### src/rtl/cpu_ctrl_pkg.sv
// Shared types and constants for the host-side run controller of the 5-stage RISC-V core.
package cpu_ctrl_pkg;

   // One-hot encoding so a corrupted state vector is easy to detect and recover from.
   typedef enum logic [5:0] {
      S_IDLE  = 6'b000001,
      S_LOAD  = 6'b000010,
      S_RST   = 6'b000100,
      S_RUN   = 6'b001000,
      S_DRAIN = 6'b010000,
      S_DONE  = 6'b100000
   } state_e;

   localparam int DRAIN_CYCLES_DEF = 4;
   localparam int IMEM_STRIDE      = 4;
   localparam int LEN_W            = 10;

   function automatic logic [LEN_W-1:0] clamp_len(input logic [LEN_W-1:0] n, input int max_words);
      return (int'(n) > max_words) ? LEN_W'(max_words) : n;
   endfunction

endpackage

### src/rtl/sat_counter.sv
// Up-counter with synchronous clear that sticks at all-ones instead of wrapping.
module sat_counter #(
   parameter int W = 32
) (
   input  logic         clk,
   input  logic         arst_n,
   input  logic         i_clr,
   input  logic         i_inc,
   output logic [W-1:0] o_count
);

   logic [W-1:0] r_count;

   // NOTE: sequential state uses non-blocking assignments so every flop samples pre-edge values.
   always_ff @(posedge clk or negedge arst_n) begin
      if (!arst_n) begin
         r_count <= '0;
      end else if (i_clr) begin
         r_count <= '0;
      end else if (i_inc && (r_count != {W{1'b1}})) begin
         r_count <= r_count + W'(1);
      end
   end

   assign o_count = r_count;

endmodule

### src/rtl/cpu_run_ctrl.sv
// Sequencer that loads a program into the core's instruction memory, pulses the core
// reset, runs it until halt or budget, drains the pipeline and reports the cycle count.
module cpu_run_ctrl
   import cpu_ctrl_pkg::*;
#(
   parameter int IMEM_WORDS   = 512,
   parameter int CYC_W        = 32,
   parameter int DRAIN_CYCLES = DRAIN_CYCLES_DEF
) (
   input  logic             clk,
   input  logic             arst_n,
   input  logic             start,
   input  logic [LEN_W-1:0] load_len,
   input  logic             ld_valid,
   input  logic [31:0]      ld_data,
   output logic             ld_ready,
   input  logic             halt,
   input  logic [CYC_W-1:0] max_cycles,
   output logic             cpu_rst_n,
   output logic             cpu_enable,
   output logic [63:0]      imem_addr,
   output logic             imem_wen,
   output logic [31:0]      imem_wdata,
   output logic             busy,
   output logic             done,
   output logic             timeout,
   output logic [CYC_W-1:0] cycle_count
);

   localparam int DRAIN_W = $clog2(DRAIN_CYCLES) + 1;

   state_e             r_state;
   logic [LEN_W-1:0]   r_len;
   logic [LEN_W-1:0]   r_idx;
   logic [DRAIN_W-1:0] r_drain_cnt;
   logic               r_ld_ready;
   logic               r_cpu_rst_n;
   logic               r_cpu_enable;
   logic [63:0]        r_imem_addr;
   logic               r_imem_wen;
   logic [31:0]        r_imem_wdata;
   logic               r_busy;
   logic               r_done;
   logic               r_timeout;

   logic               w_start_ok;
   logic               w_accept;
   logic               w_budget_hit;
   logic [LEN_W-1:0]   w_len;
   logic [CYC_W-1:0]   w_count;

   assign w_start_ok   = start && ((r_state == S_IDLE) || (r_state == S_DONE));
   assign w_accept     = ld_valid && r_ld_ready;
   assign w_len        = clamp_len(load_len, IMEM_WORDS);
   // The count lags the current enabled cycle by one, hence the +1 against the budget.
   assign w_budget_hit = (max_cycles != '0) && ((w_count + CYC_W'(1)) == max_cycles);

   // Counting on the registered enable makes the count exactly the enabled cycles seen by the core.
   sat_counter #(.W(CYC_W)) u_cycle_cnt (
      .clk     (clk),
      .arst_n  (arst_n),
      .i_clr   (w_start_ok),
      .i_inc   (r_cpu_enable),
      .o_count (w_count)
   );

   always_ff @(posedge clk or negedge arst_n) begin
      if (!arst_n) begin
         r_state      <= S_IDLE;
         r_len        <= '0;
         r_idx        <= '0;
         r_drain_cnt  <= '0;
         r_ld_ready   <= 1'b0;
         r_cpu_rst_n  <= 1'b1;
         r_cpu_enable <= 1'b0;
         r_imem_addr  <= '0;
         r_imem_wen   <= 1'b0;
         r_imem_wdata <= '0;
         r_busy       <= 1'b0;
         r_done       <= 1'b0;
         r_timeout    <= 1'b0;
      end else begin
         case (r_state)
            S_IDLE, S_DONE: begin
               if (w_start_ok) begin
                  r_done    <= 1'b0;
                  r_timeout <= 1'b0;
                  r_idx     <= '0;
                  r_len     <= w_len;
                  r_busy    <= 1'b1;
                  if (w_len != '0) begin
                     r_state    <= S_LOAD;
                     r_ld_ready <= 1'b1;
                  end else begin
                     r_state     <= S_RST;
                     r_cpu_rst_n <= 1'b0;
                  end
               end
            end
            S_LOAD: begin
               if (w_accept) begin
                  r_imem_wen   <= 1'b1;
                  r_imem_addr  <= 64'(r_idx) * 64'(IMEM_STRIDE);
                  r_imem_wdata <= ld_data;
                  r_idx        <= r_idx + LEN_W'(1);
                  r_ld_ready   <= (r_idx + LEN_W'(1)) < r_len;
               end else begin
                  r_imem_wen <= 1'b0;
                  // Reaching len with no accept means the last write is on the port right now.
                  if (r_idx == r_len) begin
                     r_state      <= S_RST;
                     r_cpu_rst_n  <= 1'b0;
                     r_imem_addr  <= '0;
                     r_imem_wdata <= '0;
                  end
               end
            end
            S_RST: begin
               r_cpu_rst_n  <= 1'b1;
               r_cpu_enable <= 1'b1;
               r_state      <= S_RUN;
            end
            S_RUN: begin
               if (halt) begin
                  r_state     <= S_DRAIN;
                  r_drain_cnt <= '0;
               end else if (w_budget_hit) begin
                  r_state     <= S_DRAIN;
                  r_drain_cnt <= '0;
                  r_timeout   <= 1'b1;
               end
            end
            S_DRAIN: begin
               if (r_drain_cnt == DRAIN_W'(DRAIN_CYCLES - 1)) begin
                  r_state      <= S_DONE;
                  r_cpu_enable <= 1'b0;
                  r_busy       <= 1'b0;
                  r_done       <= 1'b1;
               end else begin
                  r_drain_cnt <= r_drain_cnt + DRAIN_W'(1);
               end
            end
            default: begin
               r_state      <= S_IDLE;
               r_ld_ready   <= 1'b0;
               r_cpu_rst_n  <= 1'b1;
               r_cpu_enable <= 1'b0;
               r_imem_wen   <= 1'b0;
               r_busy       <= 1'b0;
               r_done       <= 1'b0;
               r_timeout    <= 1'b0;
            end
         endcase
      end
   end

   assign ld_ready    = r_ld_ready;
   assign cpu_rst_n   = r_cpu_rst_n;
   assign cpu_enable  = r_cpu_enable;
   assign imem_addr   = r_imem_addr;
   assign imem_wen    = r_imem_wen;
   assign imem_wdata  = r_imem_wdata;
   assign busy        = r_busy;
   assign done        = r_done;
   assign timeout     = r_timeout;
   assign cycle_count = w_count;

endmodule

### config.mk
export PLATFORM = sky130hd
export DESIGN_NAME = cpu_run_ctrl
export DESIGN_NICKNAME = d
export VERILOG_FILES = /design/src/rtl/cpu_ctrl_pkg.sv /design/src/rtl/sat_counter.sv /design/src/rtl/cpu_run_ctrl.sv
export SDC_FILE = /design/constraint.sdc
export NUM_CORES = 1
export LEC_CHECK = 0
export BUFFER_PORTS_ARGS = -buffer_cell sky130_fd_sc_hd__buf_2
export CORE_MARGIN = 1
export CORE_UTILIZATION = 50
export CTS_BUF_LIST = sky130_fd_sc_hd__clkbuf_16
export CTS_CLUSTER_DIAMETER = 80
export DETAILED_ROUTE_END_ITERATION = 10
export PLACE_DENSITY = 0.79
export SYNTH_ARGS = -nofsm -noshare
export SYNTH_HDL_FRONTEND = slang
export SYNTH_SLANG_ARGS = --single-unit
### constraint.sdc
create_clock -name clk -period 5.2 [get_ports clk]
set_input_delay 0 -clock clk [delete_from_list [all_inputs] [get_ports clk]]
set_output_delay 0 -clock clk [all_outputs]
set_load 0.005 [all_outputs]
# After elaboration in Yosys (flattened, before gate mapping)
# Cells that the tools add are included.
totals:
  input_bits: 79
  reg_bits: 164
  output_inout_bits: 135
  elab_cells: 116
op_classes:
  add_sub_neg: 3
  bitwise: 5
  magnitude_cmp: 2
  eq_ne: 21
  n_reduce_logical: 28
  mux: 43
ops:
  columns: ["operator", "count"]
  rows:
  - ["32-bit two-way mux", 4]
  - ["64-bit two-way mux", 2]
  - ["6-bit two-way mux", 6]
  - ["32-bit by 1-bit adder with 32-bit output (second input constant)", 1]
  - ["32-bit equality test", 1]
  - ["32-bit inequality test (second input constant)", 1]
  - ["32-bit nonzero test", 1]
  - ["10-bit two-way mux", 3]
  - ["6-bit one-hot mux with 5 select lines", 1]
  - ["10-bit one-hot mux with 2 select lines", 1]
  - ["2-bit inequality test (second input constant)", 9]
  - ["1-bit one-hot mux with 3 select lines", 6]
  - ["1-bit two-way mux", 14]
  - ["3-bit two-way mux", 4]
  - ["10-bit by 1-bit adder with 10-bit output (second input constant)", 1]
  - ["10-bit equality test", 1]
  - ["10-bit > comparator (second input constant)", 1]
  - ["10-bit < comparator", 1]
  - ["5-bit AND reduction", 2]
  - ["10-bit nonzero test", 1]
  - ["3-bit AND reduction", 3]
  - ["3-bit OR reduction", 3]
  - ["4-bit AND reduction", 2]
  - ["2-bit nonzero test", 4]
  - ["other kinds (19)", 29]

# Logic depth before layout (Yosys ltp)
logic_depth:
  ltp_word: 6
  ltp_mapped: 12
  ltp_nobuf: 11

# By module
# Synthesis repeated with hierarchy kept, for this count alone.
hier_totals:
  cells_unflattened: 774
  area_unflattened_um2: 7153.1
by_module_without_submodules:
  columns: ["mod", "instances", "area_per_inst_um2", "cells_per_inst", "seq_area_each_um2"]
  rows:
  - ["cpu_run_ctrl", 1, 5298.8, 576, 1954.4]
  - ["sat_counter", 1, 1854.3, 198, 800.8]

# Worst setup path after synthesis
# OpenSTA, ideal clock, no wires.
synth_path:
  path_type: "register to register"
  start: "register u_cycle_cnt.r_count[0], in the netlist u_cycle_cnt.o_count[0]"
  end: "register r_drain_cnt[0]"
  path_slack_ns: 2.056
  arrival_ns: 3.019
  n_path_buf: 1
  path_stages_with_launch: 12
  setup_time_ns: 0.125
  period_less_slack_ns: 3.144
  required_ns: 5.075
  path_cell_list: "dfrtp_1 -> ha_1 -> nand3_1 -> clkbuf_1 -> or4_1 -> xnor2_1 -> nor3_1 -> nand4_1 -> nor4_4 -> o2111ai_2 -> a21oi_4 -> mux2_4"
synth_between:
  elab_chain_len: 5
synth_rtl:
  columns: ["item", "line_no", "source"]
  rows:
  - ["start: declaration", "sat_counter.sv:12", "logic [W-1:0] r_count;"]
  - ["start signal: assignment", "sat_counter.sv:21", "r_count <= r_count + W'(1);"]
  - ["32-bit by 1-bit adder with 32-bit output", "cpu_run_ctrl.sv:56", "assign w_budget_hit = (max_cycles != '0) && ((w_count + CYC_W'(1)) == max_cycles);"]
  - ["32-bit equality test", "cpu_run_ctrl.sv:56", null]
  - ["1-bit logical AND", "cpu_run_ctrl.sv:56", null]
  - ["3-bit inequality test (no source line)", null, null]
  - ["3-bit AND reduction (no source line)", null, null]
  - ["end signal: assignment", "cpu_run_ctrl.sv:140", "r_drain_cnt <= r_drain_cnt + DRAIN_W'(1);"]
  - ["end: declaration", "cpu_run_ctrl.sv:35", "logic [DRAIN_W-1:0] r_drain_cnt;"]
# No other way between the ends.
# A chain may end at the register's enable or synchronous reset.

# Worst setup path after layout
# Same ends and word-level chain as after synthesis.

==> metrics.csv <==
stage,metric,value,unit
setup_path,R2R setup slack,1.75,ns
clock_tree,postcts setup bufs,0,
timing,Setup Total Neg Slack,0,ns
cells_and_area,signed area change from the synthesized netlist to the final layout,21.0,%
setup_path,crit-path max FO,11,
timing,Tmin final,3.45,ns
cells_and_area,combined flip-flop and latch cell area,2760,um^2
yosys,Synth Area per Inst,9.34,um^2
yosys,Cells after Synth,716,
timing,RSZ-0062 raised after global routing,no,
die,core area,12800,um^2
yosys,Netlist cell types,62,
hold_path,min-delay src,ld_valid,
yosys,synthesized flop and latch total,110,
global_routing,antenna violations before repair,1,
setup_path,start-to-end type of the worst setup path,reg -> reg,
timing,transition time at the pin with the least slew margin,1.14,ns
setup_path,startpoint of the most critical register-to-register path,u_cycle_cnt.o_count[0]$_DFFE_PN0P_,
hold_path,"Endpoint, Worst Hold",ld_ready$_DFFE_PN0P_,
setup_path,worst flop-to-flop path endpoint,r_drain_cnt[0]$_DFFE_PN0P_,
setup_path,nature of the critical path endpoint,flop,
drt,detailed-routing iteration count for the pre-antenna-repair pass,7,
yosys,number of synthesized flops with an enable pin,0,
outcome,status,finished clean,
die,I/O pin count,214,
cells_and_area,footprint of the multi-input gates,3530,um^2
yosys,Post-Syn Area,6690,um^2
timing,Max-slew headroom,0.239,
cells_and_area,layout cell share with drive strength beyond 1,0.221,
drt,post-detailed-route DRC marker count,0,
die,Die Width,118,um
cells_and_area,post-layout utilization of the core,0.631,
placed_design,GPL Wtd Cong,0.916,
power_and_ir_drop,Worst IR Drop VDD,241,uV
clock_tree,number of H-tree branching levels,3,
timing,worst clock skew on the final layout,0.0130,ns
drt,count of nets left with antenna violations after detail routing,0,
timing,max-slew violation count,0,
yosys,main flop type after synthesis,sky130_fd_sc_hd__dfrtp_1,
global_routing,largest net degree at the start of global routing,66,
global_routing,first-pass GRT wire length,28200,um
placed_design,half-perimeter wire length of the detailed placement result,12000,um
clock_tree,clock tree buffer depth,2,
cells_and_area,Layout Nets,984,
global_routing,global-route total usage across every layer,0.254,
cells_and_area,post-layout instance area,8090,um^2
hold_path,instance count along the most critical hold path,3,
timing,post-layout worst setup margin,1.75,ns
cells_and_area,number of inserted filler cells in the final layout,1093,
clock_tree,buffer cell driving the clock tree root,sky130_fd_sc_hd__clkbuf_16,
global_routing,global route overflow,0,
placed_design,worst setup slack before clock tree synthesis,1.78,ns
drt,Avg WL per Cell,16.2,um
global_routing,number of global-route vias before repair,5563,
timing,final setup vio count,0,
timing,portion of the clock cycle consumed by the worst path in the final layout,0.663,
placed_design,placed cell areas,7360,um^2
hold_path,worst hold path class,in -> reg,
clock_tree,clock latency reported for the late side of the worst-skew pair,0.36,ns
setup_path,Arrival @ worst endpoint,3.69,ns
power_and_ir_drop,Leak,0.00398,uW
clock_tree,clk sink count,110,
die,die outline area,13800,um^2
die,placement row count,41,
setup_path,required time at the endpoint of the critical path,5.45,ns
clock_tree,Clock transition at path regs,0.07,ns
flow_run,max-cap viol count,0,
clock_tree,total CTS buffers,9,
setup_path,category of the worst setup path launch point,flop,
clock_tree,TritonCTS clock tree,done,
placed_design,number of I/O port buffers,159,
yosys,Synth Warn #,0,
timing,achievable clock frequency,290,MHz
yosys,sequential-to-total area share from yosys stat,0.412,
timing,number of hold violations in the final report,0,
yosys,fraction of registers with async set or reset after synthesis,1.00,
setup_path,depth of the worst register-to-register path,10,
drt,vias,5892,
die,vertical extent of the die,118,um
die,initial core utilization,0.521,
drt,mean number of vias per cell,5.51,
drt,DRC marker count from the first detailed-route iteration,428,
power_and_ir_drop,Power per Cell Area,328,nW/um^2
drt,total routed wirelength,17400,um
power_and_ir_drop,Total Power,2650,uW
[cell usage after synthesis (5+ instances only)]
master	instances	area (um^2)
sky130_fd_sc_hd__nand4_1	16	100
sky130_fd_sc_hd__a22o_1	45	394
sky130_fd_sc_hd__a21oi_1	16	80.1
sky130_fd_sc_hd__nor4_1	14	87.6
sky130_fd_sc_hd__ha_1	14	175
sky130_fd_sc_hd__or3_1	5	31.3
sky130_fd_sc_hd__nor3_1	15	75.1
sky130_fd_sc_hd__inv_1	14	52.6
sky130_fd_sc_hd__nand2b_1	8	50.1
sky130_fd_sc_hd__and3_1	8	50.1
sky130_fd_sc_hd__nand3b_1	11	82.6
sky130_fd_sc_hd__buf_2	9	45.0
sky130_fd_sc_hd__xnor2_1	45	394
sky130_fd_sc_hd__dfrtp_1	108	2700
sky130_fd_sc_hd__o21ai_0	32	160
sky130_fd_sc_hd__nand3_1	36	180
sky130_fd_sc_hd__nand2_1	61	229
sky130_fd_sc_hd__xor2_1	37	324
sky130_fd_sc_hd__nor2_1	62	233
sky130_fd_sc_hd__nor2b_1	5	31.3
sky130_fd_sc_hd__buf_4	54	405
sky130_fd_sc_hd__clkbuf_1	29	109
[cell usage in the layout (no fill, tap or decap), drive strengths merged, types with 5 or more instances in the layout]
| cell type | Yosys | routed |
|---|---|---|
| buf | 64 | 161 |
| dfrtp | 108 | 108 |
| nor2 | 62 | 62 |
| nand2 | 61 | 61 |
| conb | 1 | 54 |
| xnor2 | 45 | 45 |
| a22o | 45 | 45 |
| dlygate4sd3 | 0 | 44 |
| xor2 | 37 | 37 |
| nand3 | 36 | 36 |
| o21ai | 32 | 32 |
| nand4 | 19 | 19 |
| a21oi | 18 | 18 |
| inv | 14 | 17 |
| nor4 | 17 | 17 |
| nor3 | 15 | 15 |
| ha | 14 | 14 |
| nand3b | 11 | 11 |
| clkbuf | 30 | 9 |
| and3 | 9 | 9 |
| nand2b | 8 | 8 |
| nor2b | 5 | 5 |
| or3 | 5 | 5 |
| and2 | 5 | 5 |
[worst max-delay path by stage]
stage                                       endpoint  depth (start not counted)                          startpoint
after floorplan           r_drain_cnt[0]$_DFFE_PN0P_                         11  u_cycle_cnt.o_count[0]$_DFFE_PN0P_
after global placement    r_drain_cnt[2]$_DFFE_PN0P_                         10  u_cycle_cnt.o_count[0]$_DFFE_PN0P_
after detailed placement  r_drain_cnt[0]$_DFFE_PN0P_                         10  u_cycle_cnt.o_count[0]$_DFFE_PN0P_
after CTS                 r_drain_cnt[0]$_DFFE_PN0P_                         10  u_cycle_cnt.o_count[0]$_DFFE_PN0P_
after global routing      r_drain_cnt[0]$_DFFE_PN0P_                         10  u_cycle_cnt.o_count[0]$_DFFE_PN0P_
final                     r_drain_cnt[0]$_DFFE_PN0P_                         10  u_cycle_cnt.o_count[0]$_DFFE_PN0P_
[critical path, cell delays in order, from the launching register on]
cell	delay, ns
sky130_fd_sc_hd__dfrtp_1	0.45
sky130_fd_sc_hd__ha_1	0.23
sky130_fd_sc_hd__nand3_1	0.34
sky130_fd_sc_hd__or4_1	0.70
sky130_fd_sc_hd__xnor2_1	0.16
sky130_fd_sc_hd__nor3_1	0.15
sky130_fd_sc_hd__nand4_1	0.17
sky130_fd_sc_hd__nor4_4	0.29
sky130_fd_sc_hd__o2111ai_2	0.24
sky130_fd_sc_hd__a21oi_4	0.27
sky130_fd_sc_hd__mux2_4	0.32
[registers in the layout, indices dropped and copies added, names as in the netlist, 3 cells and up]
name / cells
imem_wdata: 32
u_cycle_cnt.o_count: 32
imem_addr: 10
r_drain_cnt: 3
r_len: 10
r_state: 6
r_idx: 10
[final cells by class]
type	count	area share
inverters	14	0.00650
multi-input cells	551	0.436
diodes	1	0.000309
well taps	172	0.0266
clock buffers	9	0.0278
flip-flops and latches	110	0.341
clock inverters	7	0.00696
repair buffers	205	0.155
[cells by family (layout without fill, tap and decap cells)]
logic type,count (synthesis),count (layout),share of synthesized area
adders and majority gates,14,14,0.0262
muxes,6,6,0.0105
AOI/OAI and AO/OA,124,124,0.134
xor gates and xnor gates,82,82,0.107
DFF,110,110,0.412
and+or+nand+nor,271,271,0.216
buffers and inverters,108,235,0.0928
other,1,55,0.000561
[layer usage]
layer / wire length, um / up-vias / global-route usage / part of all wire
li1: - / 2770 / - / -
met1: 7330 / 2844 / 0.320 / 0.42
met2: 8560 / 237 / 0.425 / 0.49
met3: 927 / 41 / 0.0480 / 0.053
met4: 535 / 0 / 0.106 / 0.031
met5: 0 / - / 0 / 0
[power breakdown]
group          leakage (uW)  total, uW  switching, uW  internal [uW]
clock network      0.000137        670            338            332
registers           0.00149       1130            109           1020
logic               0.00235        850            495            355
[per-stage QoR]
step | hold WS (ns) | std cells
global route | 0.0549 | 1069
floorplan | -0.296 | 769
global placement | 0.149 | 1008
CTS | 0.0287 | 1068
detailed placement | 0.163 | 1008
finish | 0.0373 | 1069
[what timing repair did]
item / 4_1_cts / 5_1_grt
resized for setup: 0 / 0
endpoints found under the hold margin: 107 / 0
hold buffers: 44 / 0
No activity file was read; power rests on OpenSTA's default activity.
